`config.mk`:
```
export PLATFORM = sky130hd
export DESIGN_NAME = lcd_char_ctrl
export DESIGN_NICKNAME = d
export VERILOG_FILES = /design/src/rtl/lcd_char_ctrl_pkg.sv /design/src/rtl/lcd_strobe.sv /design/src/rtl/lcd_char_ctrl.sv
export SDC_FILE = /design/constraint.sdc
export NUM_CORES = 1
export LEC_CHECK = 0
export CAP_MARGIN = 20
export CORE_ASPECT_RATIO = 1.25
export CORE_MARGIN = 2
export CORE_UTILIZATION = 54
export CTS_CLUSTER_SIZE = 16
export DETAILED_ROUTE_END_ITERATION = 7
export PLACE_DENSITY = 0.76
export SLEW_MARGIN = 10
export SYNTH_ARGS = -nofsm -noshare
export SYNTH_HDL_FRONTEND = slang
export SYNTH_SLANG_ARGS = --single-unit
```
`constraint.sdc`:
```
create_clock -name clkFSM -period 3 [get_ports clkFSM]
set_input_delay 0.6 -clock clkFSM [delete_from_list [all_inputs] [get_ports clkFSM]]
set_output_delay 0.6 -clock clkFSM [all_outputs]
set_load 0.05 [all_outputs]
```
`src/rtl/lcd_char_ctrl_pkg.sv`:
```
// Shared definitions for the HD44780 character controller: FSM encodings,
// the power-up command list and the DDRAM line addresses.
package lcd_char_ctrl_pkg;

    typedef enum logic [3:0] {
        PWR_WAIT,
        CMD_SETUP,
        CMD_E,
        CMD_WAIT,
        READY,
        WR_SETUP,
        WR_E,
        WR_WAIT,
        ADDR_SETUP,
        ADDR_E,
        ADDR_WAIT,
        DONE
    } state_t;

    typedef enum logic [1:0] {
        PH_IDLE,
        PH_SETUP,
        PH_ENABLE,
        PH_HOLD
    } phase_t;

    localparam logic [7:0] CMD_FUNC_SET = 8'h38;  // 8-bit bus, 2 lines, 5x8 font
    localparam logic [7:0] CMD_DISP_ON  = 8'h0C;
    localparam logic [7:0] CMD_CLEAR    = 8'h01;
    localparam logic [7:0] CMD_ENTRY    = 8'h06;
    localparam logic [7:0] ADDR_LINE1   = 8'h80;
    localparam logic [7:0] ADDR_LINE2   = 8'hC0;

    function automatic logic [7:0] init_cmd(input logic [1:0] idx);
        case (idx)
            2'd0:    return CMD_FUNC_SET;
            2'd1:    return CMD_DISP_ON;
            2'd2:    return CMD_CLEAR;
            default: return CMD_ENTRY;
        endcase
    endfunction

    function automatic int cnt_width(input int a, input int b, input int c, input int d);
        int m;
        m = a;
        if (b > m) m = b;
        if (c > m) m = c;
        if (d > m) m = d;
        return $clog2(m + 1);
    endfunction

endpackage

```
`src/rtl/lcd_strobe.sv`:
```
// Setup / enable / hold sequencer for one HD44780 bus write; the bus value is
// captured on start and held until the next start, done pulses in the last hold clock.
module lcd_strobe
    import lcd_char_ctrl_pkg::*;
#(
    parameter int E_CYC = 12,
    parameter int CW    = 20
) (
    input  logic          clk,
    input  logic          rst_n,
    input  logic          start,
    input  logic [7:0]    cmd_byte,
    input  logic          rs,
    input  logic [CW-1:0] hold_cyc,
    output logic [7:0]    lcd_data,
    output logic          lcd_rs,
    output logic          lcd_e,
    output logic          e_last,
    output logic          done
);

    localparam logic [CW-1:0] E_LAST = CW'(E_CYC - 1);

    phase_t        phase;
    phase_t        phase_next;
    logic [CW-1:0] cnt;
    logic [CW-1:0] hold_len;

    // NOTE: every always_comb output gets a default first so no path can infer a latch.
    always_comb begin
        phase_next = phase;
        e_last     = (phase == PH_ENABLE) && (cnt == E_LAST);
        done       = (phase == PH_HOLD) && (cnt == hold_len - CW'(1));
        case (phase)
            PH_IDLE:   if (start) phase_next = PH_SETUP;
            PH_SETUP:  phase_next = PH_ENABLE;
            PH_ENABLE: if (e_last) phase_next = PH_HOLD;
            PH_HOLD:   if (done) phase_next = start ? PH_SETUP : PH_IDLE;
            default:   phase_next = PH_IDLE;
        endcase
    end

    // NOTE: sequential state uses non-blocking assignments so all flops update from pre-edge values.
    always_ff @(posedge clk or negedge rst_n) begin
        if (!rst_n) begin
            phase    <= PH_IDLE;
            cnt      <= '0;
            hold_len <= '0;
            lcd_data <= 8'h00;
            lcd_rs   <= 1'b0;
            lcd_e    <= 1'b0;
        end else begin
            phase <= phase_next;
            // Counter restarts on every phase entry so each phase times itself from zero.
            if (phase_next != phase || phase == PH_IDLE) cnt <= '0;
            else                                         cnt <= cnt + CW'(1);
            if (start) begin
                lcd_data <= cmd_byte;
                lcd_rs   <= rs;
                hold_len <= hold_cyc;
            end
            lcd_e <= (phase_next == PH_ENABLE);
        end
    end

endmodule

```
`src/rtl/lcd_char_ctrl.sv`:
```
// HD44780 character controller: power-up wait, four-command init, then single
// character writes with automatic line-2 / line-1 cursor moves every 16 characters.
module lcd_char_ctrl
    import lcd_char_ctrl_pkg::*;
#(
    parameter int E_CYC   = 12,
    parameter int CMD_CYC = 2500,
    parameter int CLR_CYC = 100000,
    parameter int PWR_CYC = 1000000
) (
    input  logic       clkFSM,
    input  logic       resetFSM,
    input  logic [7:0] data,
    input  logic       writeStart,
    output logic       initDone,
    output logic       writeDone,
    output logic [7:0] lcd_data,
    output logic       lcd_rs,
    output logic       lcd_rw,
    output logic       lcd_e
);

    localparam int            CW       = cnt_width(PWR_CYC, CLR_CYC, CMD_CYC, E_CYC);
    localparam logic [CW-1:0] PWR_LAST = CW'(PWR_CYC - 1);
    localparam logic [CW-1:0] CMD_LEN  = CW'(CMD_CYC);
    localparam logic [CW-1:0] CLR_LEN  = CW'(CLR_CYC);

    state_t        state;
    state_t        state_next;
    logic [CW-1:0] pwr_cnt;
    logic [1:0]    cmd_idx;
    logic [4:0]    pos;

    logic          st_start;
    logic [7:0]    st_byte;
    logic          st_rs;
    logic [CW-1:0] st_hold;
    logic          st_e_last;
    logic          st_done;

    always_comb begin
        state_next = state;
        st_start   = 1'b0;
        st_byte    = 8'h00;
        st_rs      = 1'b0;
        case (state)
            PWR_WAIT: if (pwr_cnt == PWR_LAST) begin
                state_next = CMD_SETUP;
                st_start   = 1'b1;
                st_byte    = init_cmd(2'd0);
            end
            CMD_SETUP: state_next = CMD_E;
            CMD_E:     if (st_e_last) state_next = CMD_WAIT;
            CMD_WAIT:  if (st_done) begin
                if (cmd_idx == 2'd3) begin
                    state_next = READY;
                end else begin
                    state_next = CMD_SETUP;
                    st_start   = 1'b1;
                    st_byte    = init_cmd(cmd_idx + 2'd1);
                end
            end
            READY: if (writeStart && initDone) begin
                state_next = WR_SETUP;
                st_start   = 1'b1;
                st_byte    = data;
                st_rs      = 1'b1;
            end
            WR_SETUP: state_next = WR_E;
            WR_E:     if (st_e_last) state_next = WR_WAIT;
            WR_WAIT:  if (st_done) begin
                // Cursor leaves the end of a 16-character line: move to the other line.
                if (pos == 5'd15 || pos == 5'd31) begin
                    state_next = ADDR_SETUP;
                    st_start   = 1'b1;
                    st_byte    = (pos == 5'd15) ? ADDR_LINE2 : ADDR_LINE1;
                end else begin
                    state_next = DONE;
                end
            end
            ADDR_SETUP: state_next = ADDR_E;
            ADDR_E:     if (st_e_last) state_next = ADDR_WAIT;
            ADDR_WAIT:  if (st_done) state_next = DONE;
            DONE:       state_next = READY;
            default:    state_next = PWR_WAIT;
        endcase
        st_hold = (!st_rs && st_byte == CMD_CLEAR) ? CLR_LEN : CMD_LEN;
    end

    always_ff @(posedge clkFSM or negedge resetFSM) begin
        if (!resetFSM) begin
            state     <= PWR_WAIT;
            pwr_cnt   <= '0;
            cmd_idx   <= 2'd0;
            pos       <= 5'd0;
            initDone  <= 1'b0;
            writeDone <= 1'b0;
        end else begin
            state <= state_next;
            if (state == PWR_WAIT && state_next == PWR_WAIT) pwr_cnt <= pwr_cnt + CW'(1);
            else                                             pwr_cnt <= '0;
            if (state == CMD_WAIT && st_done && cmd_idx != 2'd3) cmd_idx <= cmd_idx + 2'd1;
            if (state == WR_WAIT && st_done) pos <= pos + 5'd1;
            if (state == CMD_WAIT && state_next == READY) initDone <= 1'b1;
            writeDone <= (state_next == DONE);
        end
    end

    lcd_strobe #(
        .E_CYC (E_CYC),
        .CW    (CW)
    ) u_strobe (
        .clk      (clkFSM),
        .rst_n    (resetFSM),
        .start    (st_start),
        .cmd_byte (st_byte),
        .rs       (st_rs),
        .hold_cyc (st_hold),
        .lcd_data (lcd_data),
        .lcd_rs   (lcd_rs),
        .lcd_e    (lcd_e),
        .e_last   (st_e_last),
        .done     (st_done)
    );

    assign lcd_rw = 1'b0;

endmodule

```
Yosys cells after proc, flatten, opt, wreduce, memory -nomap -nowiden
Cells that the tools add are included.

word-level totals
  flip-flop bits (word level) = 85

cells by class
  multiplexer cells = 36
  reduce and logical (&&, ||, !) cells = 16
  equal/unequal tests = 28
  $add $sub $neg = 5

operators by type and width
  cell                     count
  $pmux W4 S12             1
  $add A20 B1 Y20 const B  2
  $mux W20                 2
  $mux W4                  8
  $pmux W8 S4              1
  $mux W8                  3
  $eq A20 B20 Y1           1
  $eq A20 B20 Y1 const B   1
  $eq A20 B4 Y1 const B    1
  $eq A4 B3 Y1 const B     5
  $eq A4 B4 Y1 const B     5
  $sub A20 B1 Y20 const B  1
  $mux W6                  3
  $pmux W6 S3              1
  $mux W17                 1
  $eq A2 B2 Y1 const B     5
  $logic_and A1 B1 Y1      9
  $eq A4 B2 Y1 const B     2
  $eq A8 B1 Y1 const B     1
  $logic_not A4 Y1         2
  $mux W1                  8
  $mux W2                  4
  $pmux W2 S4              1
  $mux W7                  1
  13 further kinds         16

Logic depth before layout (Yosys ltp)
Gate-level depths: netlist of the first run.

  word-level depth = 11
  depth in mapped cells = 12
  mapped depth without buffers = 10

Hierarchy
Synthesis of the first run repeated with hierarchy kept, for this count alone.

second synthesis, totals
  cells, all modules = 503
  area, all modules = 4918.5 µm²

modules (own cells, without submodules)
  module         area each (µm²)  cells each  times used
  lcd_strobe     2989.1           295         1
  lcd_char_ctrl  1929.4           208         1

Least setup slack after synthesis of the first run
OpenSTA, ideal clock, no wires.

  kind = reg2reg
  start point = register u_strobe.hold_len[11]
  end point = register cmd_idx[1]
  required time = 2.872 ns
  cell stages (with the launch flop) = 12
  data arrival time = 2.860 ns
  period minus slack after synthesis = 2.987 ns
  slack = 0.013 ns
  path through = dfrtp_1 buf_6 inv_1 ha_1 buf_2 nor3b_1 xor2_1 or4_1 a21o_1 nor4_2 and2_1 mux2_1

between the ends
  cells in the longest elaborated chain, start to end = 5

ends and longest elaborated chain
  item                              RTL line              RTL
  start: declaration                lcd_strobe.sv:27      logic [CW-1:0] hold_len;
  start signal: assignment          lcd_strobe.sv:60      hold_len <= hold_cyc;
  $sub A20 B1 Y20                   lcd_strobe.sv:33      done = (phase == PH_HOLD) && (cnt == hold_len - CW'(1));
  $eq A20 B20 Y1                    lcd_strobe.sv:33
  $logic_and A1 B1 Y1               lcd_strobe.sv:33
  $logic_and A1 B1 Y1 (2 in a row)  lcd_char_ctrl.sv:102  if (state == CMD_WAIT && st_done && cmd_idx != 2'd3) cmd_idx <= cmd_idx + 2'd1;
  end signal: assignment            lcd_char_ctrl.sv:102
  end: declaration                  lcd_char_ctrl.sv:31   logic [1:0] cmd_idx;

Every way passes these cells.
A chain may end at the register's enable or synchronous reset.

Final worst setup path of the first run
  start point = register u_strobe.hold_len[11]
  end point = register pos[1]

between the ends
  cells in the longest elaborated chain, start to end = 4

ends and longest elaborated chain
  item                    RTL line              RTL
  $sub A20 B1 Y20         lcd_strobe.sv:33
  $eq A20 B20 Y1          lcd_strobe.sv:33
  $logic_and A1 B1 Y1     lcd_strobe.sv:33
  $logic_and A1 B1 Y1     lcd_char_ctrl.sv:103  if (state == WR_WAIT && st_done) pos <= pos + 5'd1;
  end signal: assignment  lcd_char_ctrl.sv:103
  end: declaration        lcd_char_ctrl.sv:32   logic [4:0] pos;

Every way passes these cells.

==> results of run 1 <==
-- layer usage --
metal	vias to the layer above	global-route usage [%]	routed length, um
met5	-	0	0
met4	0	11.86	342
met2	72	38.78	4443
met1	1555	25.61	3563
met3	25	5.914	314
li1	1546	-	-
-- final timing paths --
kind | startpoint | slack (ns) | end | cells past startpoint
max | u_strobe.hold_len[11] | 0.17 | pos[1] | 8
min | resetFSM | 0.28 | u_strobe.lcd_e | 1
max reg2reg | u_strobe.hold_len[11] | 0.17 | pos[1] | 8
min reg2reg | pos[3] | 0.47 | pos[3] | 1
max in group asynchronous | resetFSM | 2.08 | u_strobe.cnt[19] | 2
min in group clkFSM | pos[3] | 0.47 | pos[3] | 1
-- flip-flops by register name (all words and copies together), names as in the netlist --
signal / count
pwr_cnt: 20
u_strobe.cnt: 20
u_strobe.lcd_data: 8
pos: 5
state: 4
u_strobe.hold_len: 3
cmd_idx: 2
u_strobe.phase: 2
initDone: 1
u_strobe.lcd_e: 1
u_strobe.lcd_rs: 1
writeDone: 1
-- cell usage in the layout (no fill, tap or decap), drive strengths merged, types with 3 or more instances in the layout --
cell,n
o21ai,14
a21o,3
nand3,23
a2111oi,3
mux2,4
buf,16
nand4,11
inv,20
a21boi,3
and4,3
nor4,10
a21oi,5
or2,3
and3,18
o31ai,3
nor3b,3
dfrtp,68
clkdlybuf4s50,21
xor2,28
ha,15
or4,3
xnor2,22
nand2b,5
nand2,32
clkinv,4
o211ai,3
clkbuf,10
a211o,3
nor3,5
nor2,59
-- where the power goes --
part | internal, mW | switching (mW)
logic | 0.0144 | 0.0226
clock network | 0.491 | 0.364
registers | 0.916 | 0
total | 1.42 | 0.386
-- kinds of logic (layout without fill, tap and decap cells) --
| group | count (synthesis) | after routing | share of synthesized area (%) |
|---|---|---|---|
| xor+xnor | 50 | 50 | 10.86 |
| other cells | 1 | 1 | 0.09299 |
| buf+inv | 38 | 73 | 4.716 |
| simple gates | 185 | 185 | 23.98 |
| compound gates | 62 | 62 | 11.79 |
| flops | 68 | 68 | 42.20 |
| fa+ha+maj | 15 | 15 | 4.654 |
| mux | 6 | 6 | 1.706 |
-- layout make-up --
class                      instances  area [um2]
timing repair buffer              37       340.3
sequential                        68        1702
inverter                          20       75.07
multi-input combinational        319        2188
clock inverter                     6       87.58
clock buffer                      10       137.6
tap                               92       115.1
fill                             598        2668
-- metrics by stage --
stage | power, mW | utilization, %
2_1_floorplan | 0.9384 | -
3_3_place_gp | 0.9722 | 59.90
3_5_place_dp | 0.9726 | 59.90
4_1_cts | 1.824 | 62.98
5_1_grt | 1.866 | 63.52
6_report | 1.807 | 63.52
-- critical path, cell delays in order (launching register included) --
cell	delay (ns)
dfrtp_1	0.39
inv_2	0.12
ha_4	0.19
o21ai_0	0.12
and3b_1	0.21
or4_1	0.50
a211o_1	0.29
or4_4	0.57
mux2_4	0.33
==> flow_summary_export.csv, run 1 <==
group,metric,value,unit
logic_synthesis,syn_inst,425,
timing,setup_ws,0.1705,ns
min_path,hold_class,"primary input to asynchronous set/reset pin",
place,io_buffers,22,
route,wl,8663,um
logic_synthesis,synth-seq-cells,68,
worst_setup_path,required,3.23,ns
logic_synthesis,synth_cell_type_count,69,
final_layout,final_layout_size_suffix_gt1_share,11.52,%
timing,slew_violations,0,
floorplanning,row_count,35,
logic_synthesis,yosysMostFrequentCell,"dfrtp_1",
place,place_ws,0.06166,ns
logic_synthesis,yosys-top-cells-area,"dfrtp_1 42%, xor2_1 6.1%, nor2_1 5.4%",
clock_network,clock_sinks,68,
route,drc,0,
timing,grt_setup_unrepaired,"false",
place,place_hpwl,6377,um
worst_setup_path,crit_path_start_kind,"register",
clock_network,hold_buffers,0,
global_route,grt_pass1_vias,3148,
clock_network,root_buffer,"clkbuf_8",
status,status,"finished, final reports clean",
route,avgViaCountPerCell,5.793,
route,dr.pass1.iters,4,
floorplanning,die_h,100.6,um
clock_network,clk_latency,0.35,ns
logic_synthesis,ys_top_cells_by_count,"68 x dfrtp_1, 58 x nor2_1, 32 x nand2_1",
logic_synthesis,ys_seq_area_share,42.20,%
final_layout,n_antenna_cell,0,
global_route,antenna_found_initial,0,
floorplanning,ios,24,
floorplanning,die_x,81.30,um
timing,hold_viol,0,
place,dpl_cell_area,4380,um2
global_route,grt_pass1_wl,14210,um
timing,slew_headroom,54.39,%
route,ant_nets,0,
global_route,grt_max_degree,31,
timing,period_needed,2.829,ns
final_layout,syn2layout_area_growth,15.20,%
logic_synthesis,syn_area,4033,um2
timing,worst_pin_slew,0.6842,ns
timing,holdWs,0.2818,ns
global_route,grt_overflow,0,
logic_synthesis,syn_nets,451,
global_route,grt_usage,22.71,%
clock_network,cts.htree.levels,3,
logic_synthesis,synth.avg_cell_area,9.489,um2
route,drtIter0Drc,229,
floorplanning,die_area,8180,um2
timing,setup_viol,0,
timing,period_share,94.32,%
power_and_ir_drop,cellLeakagePower,2.078,nW
clock_network,cts_resized,0,
logic_synthesis,yosys.area.top_type,"dfrtp_1",
clock_network,cts_tree,"built",
clock_network,cts_buffers,9,
worst_setup_path,arrival,3.06,ns
logic_synthesis,synth-async-reset-ratio,100.0,%
logic_synthesis,synth_top_area_share,42.20,%
worst_setup_path,endpoint_kind,"register",
final_layout,final_cells,552,
clock_network,clk_pin_slew,0.09,ns
job,maxCapViolations,0,
place,gp_congestion,1.025,
floorplanning,start_util,55.14,%
power_and_ir_drop,p_per_area,389.0,nW/um2
logic_synthesis,synth_edf_count,0,
clock_network,cts_setup_buffers,0,
place,dp_cells,536,
route,detail_route.wl_per_cell,15.69,um
clock_network,clockBufferDepth,2,
timing,clock.fmax,353.4,MHz
floorplanning,coreArea,7313,um2
power_and_ir_drop,vdd_drop_max,319.9,uV
logic_synthesis,synth_ff_type,"dfrtp_1",
route,vias,3198,
worst_setup_path,crit_fanout,9,
logic_synthesis,yosys_warnings,0,
final_layout,fin_nets,481,
final_layout,final_area,4646,um2
timing,fin_worst_skew,0.01701,ns
worst_setup_path,worst-setup-path-type,"register to register",
timing,fin_tns_setup,0,ns
Note: power is estimated with default switching activity, not from simulation.
==> run 2, diff against run 1 <==
- CORE_ASPECT_RATIO: 1.25 -> unset
- SLEW_MARGIN: 10 -> 20
==> flow_summary_export.csv, run 2 (synthesis results as in run 1) <==
group,metric,value,unit
final_layout,syn2layout_area_growth,14.09,%
place,io_buffers,22,
timing,hold_viol,0,
final_layout,final_cells,559,
route,ant_nets,0,
timing,period_needed,2.846,ns
worst_setup_path,rr_startpoint,"u_strobe.hold_len[11]",
clock_network,clock_sinks,68,
timing,period_share,94.86,%
clock_network,cts.htree.levels,3,
final_layout,reg_top3,"pwr_cnt x20, u_strobe.cnt x20, u_strobe.lcd_data x8",
power_and_ir_drop,cellLeakagePower,2.074,nW
min_path,hold_class,"primary input to asynchronous set/reset pin",
timing,grt_setup_unrepaired,"false",
clock_network,clockBufferDepth,2,
final_layout,mostFrequentLayoutCell,"dfrtp_1",
clock_network,clk_latency,0.37,ns
power_and_ir_drop,power.switching,0.4441,mW
route,dr.pass1.iters,4,
power_and_ir_drop,power,1.771,mW
route,detail_route.wl_per_cell,15.75,um
final_layout,fin_nets,481,
route,wl,8804,um
floorplanning,die_area,8175,um2
clock_network,cts_tree,"built",
timing,worst_pin_slew,0.5535,ns
route,drc,0,
global_route,grt_overflow,0,
floorplanning,die_h,90.42,um
worst_setup_path,crit_path_start_kind,"register",
clock_network,clk_pin_slew,0.09,ns
route,avgViaCountPerCell,5.741,
worst_setup_path,critPathBufInv,1,
worst_setup_path,crit_chain,"inv_1, ha_2, o31ai_2, a21o_2, a2111oi_2, nand4_2, or4_4, mux2_4",
clock_network,cts_setup_buffers,0,
power_and_ir_drop,clockPowerShare,46.2,%
floorplanning,coreArea,7253,um2
timing,fin_tns_setup,0,ns
final_layout,n_fill_cell,598,
final_layout,final_cell_mix,"68 x dfrtp_1, 58 x nor2_1, 32 x nand2_1",
global_route,grt_usage,23.39,%
clock_network,cts_resized,0,
place,place_hpwl,6046,um
route,drtIter0Drc,195,
job,maxCapViolations,0,
floorplanning,row_count,31,
global_route,antenna_found_initial,0,
status,status,"finished, final reports clean",
worst_setup_path,required,3.26,ns
worst_setup_path,endpoint_kind,"register",
floorplanning,start_util,55.60,%
place,place_ws,0.1004,ns
timing,setup_viol,0,
place,dp_cells,543,
timing,clock.fmax,351.4,MHz
power_and_ir_drop,p_per_area,384.9,nW/um2
route,vias,3209,
global_route,grt_pass1_wl,15210,um
worst_setup_path,path_delay_family,"simple AND/OR/NAND/NOR gates",
worst_setup_path,crit_fanout,9,
worst_setup_path,r2r-end,"pos[1]",
power_and_ir_drop,switching_share,25.08,%
final_layout,final_layout_size_suffix_gt1_share,11.52,%
worst_setup_path,ff2ff_setup_slack,0.15,ns
power_and_ir_drop,sequentialPowerShare,51.7,%
floorplanning,die_x,90.42,um
worst_setup_path,slowest_delay,0.62,ns
timing,slew_violations,0,
clock_network,hold_buffers,0,
timing,slew_headroom,63.10,%
final_layout,n_antenna_cell,0,
clock_network,root_buffer,"clkbuf_8",
global_route,grt_max_degree,29,
floorplanning,ios,24,
power_and_ir_drop,vdd_drop_max,272.1,uV
place,gp_congestion,0.9704,
power_and_ir_drop,p_int,1.326,mW
clock_network,cts_buffers,9,
worst_setup_path,slowest_stage,"or4_4",
power_and_ir_drop,comb_power_share,2.0,%
worst_setup_path,arrival,3.10,ns
worst_setup_path,worst-setup-path-type,"register to register",
worst_setup_path,ff2ff_path_depth,8,
timing,fin_worst_skew,0.01624,ns
global_route,grt_pass1_vias,3167,
timing,setup_ws,0.1542,ns
==> run 2: layout make-up <==
cell class | instances | area [um2] | area share (%)
multi-input combinational | 319 | 2166 | 47.08
timing repair buffer | 37 | 327.8 | 7.125
clock inverter | 7 | 82.58 | 1.795
inverter | 20 | 75.07 | 1.632
clock buffer | 9 | 123.9 | 2.692
tap | 99 | 123.9 | 2.692
sequential | 68 | 1702 | 36.99
==> run 2: metrics by stage <==
step | util (%) | area [um2] | hold WS [ns]
2_1_floorplan | - | 4033 | 0.3044
3_3_place_gp | 60.34 | 4377 | 0.4523
3_5_place_dp | 60.34 | 4377 | 0.4520
4_1_cts | 63.19 | 4583 | 0.2300
5_1_grt | 63.43 | 4601 | 0.2508
6_report | 63.43 | 4601 | 0.2179
==> run 2: worst max-delay path by stage <==
stage | startpoint | to | depth (start not counted)
2_1_floorplan | u_strobe.hold_len[11] | cmd_idx[1] | 11
3_3_place_gp | u_strobe.hold_len[15] | pos[1] | 8
3_5_place_dp | u_strobe.hold_len[11] | pos[1] | 8
4_1_cts | u_strobe.hold_len[11] | pos[1] | 8
5_1_grt | u_strobe.hold_len[11] | cmd_idx[1] | 9
6_report | u_strobe.hold_len[11] | pos[1] | 8
==> run 2: power groups by stage <==
stage          combinational, mW  sequential, mW  clock, mW
5_1_grt                   0.0409           0.916      0.867
6_report                  0.0362           0.916      0.819
3_5_place_dp              0.0372           0.934          0
3_3_place_gp              0.0367           0.934          0
2_1_floorplan            0.00417           0.934          0
4_1_cts                   0.0376           0.916      0.825
==> run 2: per-layer routing <==
metal | track usage, % | vias to the layer above | wire [um]
met2 | 36.22 | 66 | 4112
met1 | 31.96 | 1587 | 4206
met3 | 5.426 | 16 | 326
li1 | - | 1540 | -
met4 | 9.359 | 0 | 158
met5 | 0 | - | 0
